[config.mk]
export PLATFORM = sky130hd
export DESIGN_NAME = cache_l1_controller
export DESIGN_NICKNAME = d
export VERILOG_FILES = /design/src/rtl/coherence_pkg.sv /design/src/rtl/l1_line_store.sv /design/src/rtl/cache_l1_controller.sv
export SDC_FILE = /design/constraint.sdc
export NUM_CORES = 1
export LEC_CHECK = 0
export ABC_CLOCK_PERIOD_IN_PS = 4300
export CAP_MARGIN = 25
export CORE_AREA = 3 3 120 122
export DETAILED_ROUTE_END_ITERATION = 12
export DIE_AREA = 0 0 123 125
export PLACE_DENSITY = 0.74
export SETUP_SLACK_MARGIN = 0.3
export SYNTH_ARGS = -nofsm -noshare
export SYNTH_HDL_FRONTEND = slang
export SYNTH_SLANG_ARGS = --single-unit
[constraint.sdc]
create_clock -name clk -period 4.3 [get_ports clk]
set_clock_uncertainty 0.15 [all_clocks]
set_input_delay 0.86 -clock clk [delete_from_list [all_inputs] [get_ports clk]]
set_output_delay 0.86 -clock clk [all_outputs]
set_load 0.05 [all_outputs]
[src/rtl/coherence_pkg.sv]
// coherence_pkg
// Shared definitions for the L1 controller and the directory side:
//   - MSI line-state encodings
//   - bit positions of the one-hot {read, invalidate, write} message bus
//   - default tag/index widths
//   - the L1 controller FSM state enum
package coherence_pkg;

  localparam int DEF_TAG_W = 6;
  localparam int DEF_IDX_W = 2;

  localparam int MSG_READ  = 2;
  localparam int MSG_INV   = 1;
  localparam int MSG_WRITE = 0;

  typedef enum logic [1:0] {
    MSI_I = 2'b00,
    MSI_S = 2'b01,
    MSI_M = 2'b10
  } msiState_t;

  typedef enum logic [2:0] {
    IDLE,
    LOOKUP,
    WRITEBACK,
    REQUEST,
    WAIT_REPLY,
    FILL
  } ctrlState_t;

  // One-hot message vector with only the given bit set.
  function automatic logic [2:0] msgOneHot(input int bitPos);
    msgOneHot = 3'b001 << bitPos;
  endfunction

endpackage

[src/rtl/l1_line_store.sv]
// l1_line_store
// Tag/state/data arrays for a direct-mapped L1, one 8-bit word per line.
// Ports:
//   clk, rst                 clock, synchronous active-high reset (all lines I, tags/data 0)
//   cpuIdx                   CPU-side index; cpuTag/cpuState/cpuData read combinationally
//   cpuWe, cpuWr*            CPU-side write of tag, state and data at cpuIdx
//   snpIdx                   snoop-side index; snpTag/snpState/snpData read combinationally
//   snpWe, snpWrState        snoop-side state-only write at snpIdx
// When both ports write the same index in one cycle the snoop state wins;
// the CPU tag/data write still lands.
module l1_line_store
  import coherence_pkg::*;
#(
  parameter int TAG_W = DEF_TAG_W,
  parameter int IDX_W = DEF_IDX_W
) (
  input  logic             clk,
  input  logic             rst,
  input  logic [IDX_W-1:0] cpuIdx,
  output logic [TAG_W-1:0] cpuTag,
  output msiState_t        cpuState,
  output logic [7:0]       cpuData,
  input  logic             cpuWe,
  input  logic [TAG_W-1:0] cpuWrTag,
  input  msiState_t        cpuWrState,
  input  logic [7:0]       cpuWrData,
  input  logic [IDX_W-1:0] snpIdx,
  output logic [TAG_W-1:0] snpTag,
  output msiState_t        snpState,
  output logic [7:0]       snpData,
  input  logic             snpWe,
  input  msiState_t        snpWrState
);

  localparam int LINES = 1 << IDX_W;

  logic [TAG_W-1:0] tagMem   [LINES];
  msiState_t        stateMem [LINES];
  logic [7:0]       dataMem  [LINES];

  assign cpuTag   = tagMem[cpuIdx];
  assign cpuState = stateMem[cpuIdx];
  assign cpuData  = dataMem[cpuIdx];
  assign snpTag   = tagMem[snpIdx];
  assign snpState = stateMem[snpIdx];
  assign snpData  = dataMem[snpIdx];

  always_ff @(posedge clk) begin
    if (rst) begin
      for (int i = 0; i < LINES; i++) begin
        tagMem[i]   <= '0;
        stateMem[i] <= MSI_I;
        dataMem[i]  <= '0;
      end
    end else begin
      if (cpuWe) begin
        tagMem[cpuIdx]  <= cpuWrTag;
        dataMem[cpuIdx] <= cpuWrData;
      end
      if (cpuWe && !(snpWe && (snpIdx == cpuIdx))) begin
        stateMem[cpuIdx] <= cpuWrState;
      end
      if (snpWe) begin
        stateMem[snpIdx] <= snpWrState;
      end
    end
  end

endmodule

[src/rtl/cache_l1_controller.sv]
// cache_l1_controller
// Per-CPU direct-mapped L1 with MSI coherence, upstream of the shared L2/directory.
// CPU loads/stores become hits or directory messages (read / invalidate / write),
// with victim write-back. Peer snoops forwarded by the directory are answered in
// the same cycle (dirty data supplied, memory access aborted).
// Ports:
//   clk, rst                 clock, synchronous active-high reset
//   cpu_req/we/addr/wdata    CPU request, held until cpu_ready
//   cpu_ready, cpu_rdata     one-cycle completion pulse and load data
//   dir_msg                  {read, invalidate, write} one-hot to directory
//   dir_addr/data/wb/abort   message address, write-back/supply data and flags
//   dir_cpu_id               constant CPU_ID
//   reply_valid, reply_data  fill/ack for the outstanding miss
//   snoop_msg, snoop_addr    peer snoop via directory
// Optional build macro CACHE_L1_STATS_EN adds stat_hits/stat_misses (saturating).
//
// state      | meaning
// IDLE       | waiting for a CPU request (a same-index snoop is served first)
// LOOKUP     | tag/state check of the latched request
// WRITEBACK  | dirty victim pushed to the directory (one cycle, retried under snoop)
// REQUEST    | read / write / invalidate message for one cycle
// WAIT_REPLY | waiting for reply_valid, no timeout
// FILL       | write tag/state/data; cpu_ready pulses
module cache_l1_controller
  import coherence_pkg::*;
#(
  parameter int CPU_ID = 0,
  parameter int TAG_W  = DEF_TAG_W,
  parameter int IDX_W  = DEF_IDX_W
) (
  input  logic                   clk,
  input  logic                   rst,
  input  logic                   cpu_req,
  input  logic                   cpu_we,
  input  logic [TAG_W+IDX_W-1:0] cpu_addr,
  input  logic [7:0]             cpu_wdata,
  output logic                   cpu_ready,
  output logic [7:0]             cpu_rdata,
  output logic [2:0]             dir_msg,
  output logic [TAG_W+IDX_W-1:0] dir_addr,
  output logic [7:0]             dir_data,
  output logic                   dir_wb,
  output logic                   dir_abort,
  output logic                   dir_cpu_id,
  input  logic                   reply_valid,
  input  logic [7:0]             reply_data,
`ifdef CACHE_L1_STATS_EN
  output logic [15:0]            stat_hits,
  output logic [15:0]            stat_misses,
`endif
  input  logic [2:0]             snoop_msg,
  input  logic [TAG_W+IDX_W-1:0] snoop_addr
);

  localparam int AW = TAG_W + IDX_W;

  ctrlState_t       state, nextState;
  logic [AW-1:0]    reqAddr;
  logic             reqWe;
  logic [7:0]       reqWdata;
  logic             isUpgrade;
  logic [7:0]       fillData;
  logic             cpuReadyQ;
  logic [7:0]       rdataQ;

  logic [TAG_W-1:0] reqTag, snpTagIn;
  logic [IDX_W-1:0] reqIdx, snpIdxIn;
  logic [TAG_W-1:0] lineTag, snpLineTag;
  msiState_t        lineState, snpLineState;
  logic [7:0]       lineData, snpLineData;

  logic             cpuWe;
  logic [TAG_W-1:0] cpuWrTag;
  msiState_t        cpuWrState;
  logic [7:0]       cpuWrData;

  logic             snpAny, snpKill, snpHit, snpSupply, snpWe;
  msiState_t        snpWrState;

  logic             lineHit, latchReq, hitDone, fillArm, wbFire;
  logic [2:0]       dirMsg;

  assign reqTag   = reqAddr[AW-1:IDX_W];
  assign reqIdx   = reqAddr[IDX_W-1:0];
  assign snpTagIn = snoop_addr[AW-1:IDX_W];
  assign snpIdxIn = snoop_addr[IDX_W-1:0];

  l1_line_store #(
    .TAG_W(TAG_W),
    .IDX_W(IDX_W)
  ) uStore (
    .clk       (clk),
    .rst       (rst),
    .cpuIdx    (reqIdx),
    .cpuTag    (lineTag),
    .cpuState  (lineState),
    .cpuData   (lineData),
    .cpuWe     (cpuWe),
    .cpuWrTag  (cpuWrTag),
    .cpuWrState(cpuWrState),
    .cpuWrData (cpuWrData),
    .snpIdx    (snpIdxIn),
    .snpTag    (snpLineTag),
    .snpState  (snpLineState),
    .snpData   (snpLineData),
    .snpWe     (snpWe),
    .snpWrState(snpWrState)
  );

  // Snoop path: any state, combinational response, state change on the edge.
  // A read hitting S needs no change; everything else that hits updates the line.
  assign snpAny     = |snoop_msg;
  assign snpKill    = snoop_msg[MSG_INV] | snoop_msg[MSG_WRITE];
  assign snpHit     = snpAny && (snpLineState != MSI_I) && (snpLineTag == snpTagIn);
  assign snpSupply  = snpHit && (snpLineState == MSI_M);
  assign snpWe      = snpHit && (snpKill || (snpLineState == MSI_M));
  assign snpWrState = snpKill ? MSI_I : MSI_S;

  assign lineHit = (lineState != MSI_I) && (lineTag == reqTag);
  assign fillArm = (state == WAIT_REPLY) && reply_valid;

  always_comb begin
    nextState  = state;
    latchReq   = 1'b0;
    hitDone    = 1'b0;
    wbFire     = 1'b0;
    dirMsg     = 3'b000;
    cpuWe      = 1'b0;
    cpuWrTag   = lineTag;
    cpuWrState = lineState;
    cpuWrData  = lineData;
    case (state)
      IDLE: begin
        // cpuReadyQ high means the CPU has not yet dropped the finished request.
        if (cpu_req && !cpuReadyQ) begin
          if (!(snpAny && (snpIdxIn == cpu_addr[IDX_W-1:0]))) begin
            latchReq  = 1'b1;
            nextState = LOOKUP;
          end
        end
      end
      LOOKUP: begin
        if (snpWe && (snpIdxIn == reqIdx)) begin
          nextState = LOOKUP;
        end else if (lineHit && (!reqWe || (lineState == MSI_M))) begin
          hitDone   = 1'b1;
          nextState = IDLE;
          if (reqWe) begin
            cpuWe     = 1'b1;
            cpuWrData = reqWdata;
          end
        end else if (lineHit) begin
          nextState = REQUEST;
        end else if (lineState == MSI_M) begin
          nextState = WRITEBACK;
        end else begin
          nextState = REQUEST;
        end
      end
      WRITEBACK: begin
        if (!snpSupply) begin
          // A snoop may already have taken the victim out of M; then nothing to push.
          if (lineState == MSI_M) begin
            wbFire     = 1'b1;
            cpuWe      = 1'b1;
            cpuWrState = MSI_I;
          end
          nextState = REQUEST;
        end
      end
      REQUEST: begin
        if (!snpSupply) begin
          if (isUpgrade)  dirMsg = msgOneHot(MSG_INV);
          else if (reqWe) dirMsg = msgOneHot(MSG_WRITE);
          else            dirMsg = msgOneHot(MSG_READ);
          nextState = WAIT_REPLY;
        end
      end
      WAIT_REPLY: begin
        if (reply_valid) nextState = FILL;
      end
      FILL: begin
        cpuWe      = 1'b1;
        cpuWrTag   = reqTag;
        cpuWrState = reqWe ? MSI_M : MSI_S;
        cpuWrData  = reqWe ? reqWdata : fillData;
        nextState  = IDLE;
      end
      default: nextState = IDLE;
    endcase
  end

  always_ff @(posedge clk) begin
    if (rst) begin
      state     <= IDLE;
      reqAddr   <= '0;
      reqWe     <= 1'b0;
      reqWdata  <= '0;
      isUpgrade <= 1'b0;
      fillData  <= '0;
      cpuReadyQ <= 1'b0;
      rdataQ    <= '0;
    end else begin
      state     <= nextState;
      cpuReadyQ <= hitDone | fillArm;
      if (latchReq) begin
        reqAddr  <= cpu_addr;
        reqWe    <= cpu_we;
        reqWdata <= cpu_wdata;
      end
      if (state == LOOKUP) isUpgrade <= lineHit;
      if (fillArm) fillData <= reply_data;
      if (hitDone)      rdataQ <= reqWe ? reqWdata : lineData;
      else if (fillArm) rdataQ <= reqWe ? reqWdata : reply_data;
    end
  end

  assign cpu_ready  = cpuReadyQ;
  assign cpu_rdata  = rdataQ;
  assign dir_msg    = dirMsg;
  assign dir_wb     = snpSupply | wbFire;
  assign dir_abort  = snpSupply;
  assign dir_data   = snpSupply ? snpLineData : (wbFire ? lineData : 8'h00);
  assign dir_addr   = snpSupply ? snoop_addr :
                      wbFire ? {lineTag, reqIdx} :
                      (dirMsg != 3'b000) ? reqAddr : '0;
  assign dir_cpu_id = 1'(CPU_ID);

`ifdef CACHE_L1_STATS_EN
  always_ff @(posedge clk) begin
    if (rst) begin
      stat_hits   <= '0;
      stat_misses <= '0;
    end else begin
      if (hitDone && (stat_hits != 16'hFFFF)) stat_hits <= stat_hits + 16'd1;
      if ((state == FILL) && (stat_misses != 16'hFFFF)) stat_misses <= stat_misses + 16'd1;
    end
  end
`endif

endmodule

==> impl_metrics.yaml <==
floorplanning:
  initial_utilization_pct: 44.9
  core_um2: 13300
  dieArea_um2: 15400
  die_h_um: 125
  fp-row-count: 42
  ios: 71
  chipWidth_um: 123
critical_path:
  crit_chain: "buf_6, buf_6, mux4_2, xnor2_2, nand4_1, nor3_4, buf_6, buf_12, buf_12, o21ai_2, buf_12"
  crit_type: "in2out"
  critPathLaunchType: "input port"
  worst-endpoint-arrival_ns: 2.98
  crit_path_end_kind: "output port"
  startpoint: "snoop_addr[0]"
  max_stage_delay_ns: 0.52
  cp_slowest_cell: "mux4_2"
  crit_fanout: 8
  required_ns: 3.29
synth:
  synth_compound_area_share_pct: 15.9
  yosysSeqAreaShare_pct: 45.0
  ys_warn_count: 0
  synth_top_family_by_area: "multiplexers"
  synth_top_cell_by_area: "edfxtp_1"
  synthCells: 583
  synth.distinct_cells: 55
  synthAdderAreaFrac_pct: 0
  syn_area_um2: 5960
  synth_seq_cells: 104
  synthArstFlopShare_pct: 0
  synthFlopType: "edfxtp_1"
  syn_nets: 623
  synth_enable_flop_cells: 60
  synthXorXnorAreaFrac_pct: 2.35
  synthMuxAreaShare_pct: 17.7
  yosysTopAreaCellShare_pct: 30.2
  synthTopCellsByArea: "edfxtp_1, dfxtp_1, mux4_2"
  yosys.area_share.simple_pct: 14.6
  syn_avg_cell_area_um2: 10.2
route:
  drc: 0
  finalWirelength_um: 17900
  drtIter0Drc: 508
  vias: 5236
  vias_per_cell: 6.12
  ant_nets: 0
  drt_first_pass_iters: 5
  wl_per_cell_um: 21.0
final_layout:
  area_growth_syn_to_layout_pct: 33.2
  drive_gt1_share_pct: 26.4
  nets: 714
  antennaDiodeCount: 0
  fillers: 1104
placed_design:
  port_buffers: 69
  gp_congestion: 0.913
  dpl.hpwl_um: 12700
power_and_ir_drop:
  power_density_nw_per_um2: 322
  switching_share_pct: 30.6
  finalPower_uw: 2560
  comb_power_share_pct: 23.4
  p_int_uw: 1780
  p_leak_uw: 0.00287
  clockPowerShare_pct: 30.7
  vdd_ir_drop_max_v: 0.000275
  seqPwrFrac_pct: 45.9
  p_switching_uw: 784
job:
  drv_cap: 0
timing:
  layout_min_cycle_time_ns: 3.99
  rsz0062_at_grt: "yes"
  fin_crit_sh_pct: 92.8
  hold_slack_ns: 0.311
  final_max_slew_viol_count: 0
  setup_violations: 0
  finalHoldViolCount: 0
  fmax_ghz: 0.251
  max_slew.worst_pin.slew_ns: 0.944
  slew_headroom_pct: 36.9
grt:
  grt_pass1_wl_um: 28100
  track_usage_pct: 23.7
  overflow: 0
  grt_max_degree: 46
  antenna_found_initial: 0
  grt_pass1_vias: 5240
clock_tree:
  cts_tree: "done"
  cts_buffer_depth: 2
  worstSkewPairLatency_ns: 0.36
  cts_root_buffer: "clkbuf_16"
  cts_inserted_buffers: 9
  clock-sinks: 104
  clkSlewWorstSetupHoldPaths_ns: 0.07
  ctsHtreeMaxLevel: 3
hold_path:
  worstHoldStart: "fillData[5]"
  hold_class: "reg2reg"
run_status:
  status: "finished clean"
cell usage in the layout, fill, tap and decap left out, types with 24 or more instances in the layout:
master | Yosys | routed
mux4_2 | 33 | 33
nand2_1 | 65 | 64
nor2_1 | 58 | 57
buf_4 | 2 | 49
edfxtp_1 | 60 | 60
mux2i_1 | 29 | 29
dfxtp_1 | 44 | 42
clkdlybuf4s50_1 | 0 | 46
a21oi_1 | 49 | 44
buf_12 | 0 | 24
routing by layer:
layer	up-vias	wire length, um	global-route usage (%)
met4	0	390	7.30
met3	27	1170	4.74
met5	-	0	0
li1	2373	-	-
met1	2608	7010	30.9
met2	228	9380	39.9
power by group through the flow:
stage                     sequential (uW)  clock, uW  combinational (uW)
final                                1180        786                 599
after CTS                            1170        799                 589
after global placement               1190          0                 564
after floorplan                      1170          0                 395
after detailed placement             1190          0                 576
after global routing                 1180        838                 642
registers in the layout (all words and copies together) (netlist names), named ones only:
register         count
uStore.dataMem      32
cpu_rdata            8
cpu_ready            1
state                3
uStore.stateMem      8
reqWdata             8
reqAddr              8
fillData             8
reqWe                1
isUpgrade            1
uStore.tagMem       24
worst paths after layout:
path / to / slack, ns / cells past startpoint
max: dir_data[0] / 0.31 / 11
min: fillData[5] / 0.31 / 2
max reg2reg: uStore.dataMem[2][6] / 0.53 / 9
min reg2reg: fillData[5] / 0.31 / 2
cells in the mapped netlist, types with 4 or more instances:
master     n
o211ai_1  16
or3_1      4
a211oi_1   5
a221oi_1   5
mux2i_1   29
edfxtp_1  60
buf_2      9
xnor2_1   13
a21oi_1   49
nand2b_1   8
or4_1      4
nand3_1    9
nor2_1    58
dfxtp_1   44
nand2_1   65
and3_1     7
clkbuf_1  34
mux4_2    33
inv_1     16
nand4_1    6
o21ai_0   20
a31oi_1   17
a211oi_2   6
a41oi_1    4
nor3_1     9
and2_1     9
cell type report:
type	instances	area, um2	share of cell area, %
flip-flops and latches	104	2690	33.8
clock inverters	5	43.8	0.551
well taps	176	220	2.77
inverters	16	60.1	0.756
multi-input cells	415	3300	41.5
repair buffers	128	1410	17.7
clock buffers	11	233	2.93
what timing repair did:
item / in CTS / in global routing
hold buffers: 0 / 0
buffers inserted: 5 / 1
gates resized for setup: 23 / 15
endpoints found under the setup margin: 28 / 23
pin swaps: 3 / 4
stage by stage:
step	util (%)	area [um2]	setup TNS, ns	setup slack (ns)	instances
final	59.8	7950	0	0.308	855
after detailed placement	56.2	7480	-2.62	-0.146	833
after global placement	56.2	7480	-1.12	-0.101	833
after CTS	59.3	7880	0	0.304	854
after floorplan	-	6160	0	0.322	583
after global routing	59.8	7950	0	0.240	855
cell families after synthesis:
logic type,count (synthesis)
XOR/XNOR,16
buffers and inverters,64
AND/OR/NAND/NOR,189
AO/OA/AOI/OAI,145
other,1
flip-flops,104
multiplexers,64
critical path: cells and delay by family:
| family | cells | cell delay [ns] |
|---|---|---|
| AND/OR/NAND/NOR | 2 | 0.49 |
| multiplexers | 1 | 0.52 |
| buffers and inverters | 6 | 0.80 |
| AO/OA/AOI/OAI | 1 | 0.11 |
| XOR/XNOR | 1 | 0.19 |
(Power assumes the default switching activity.)
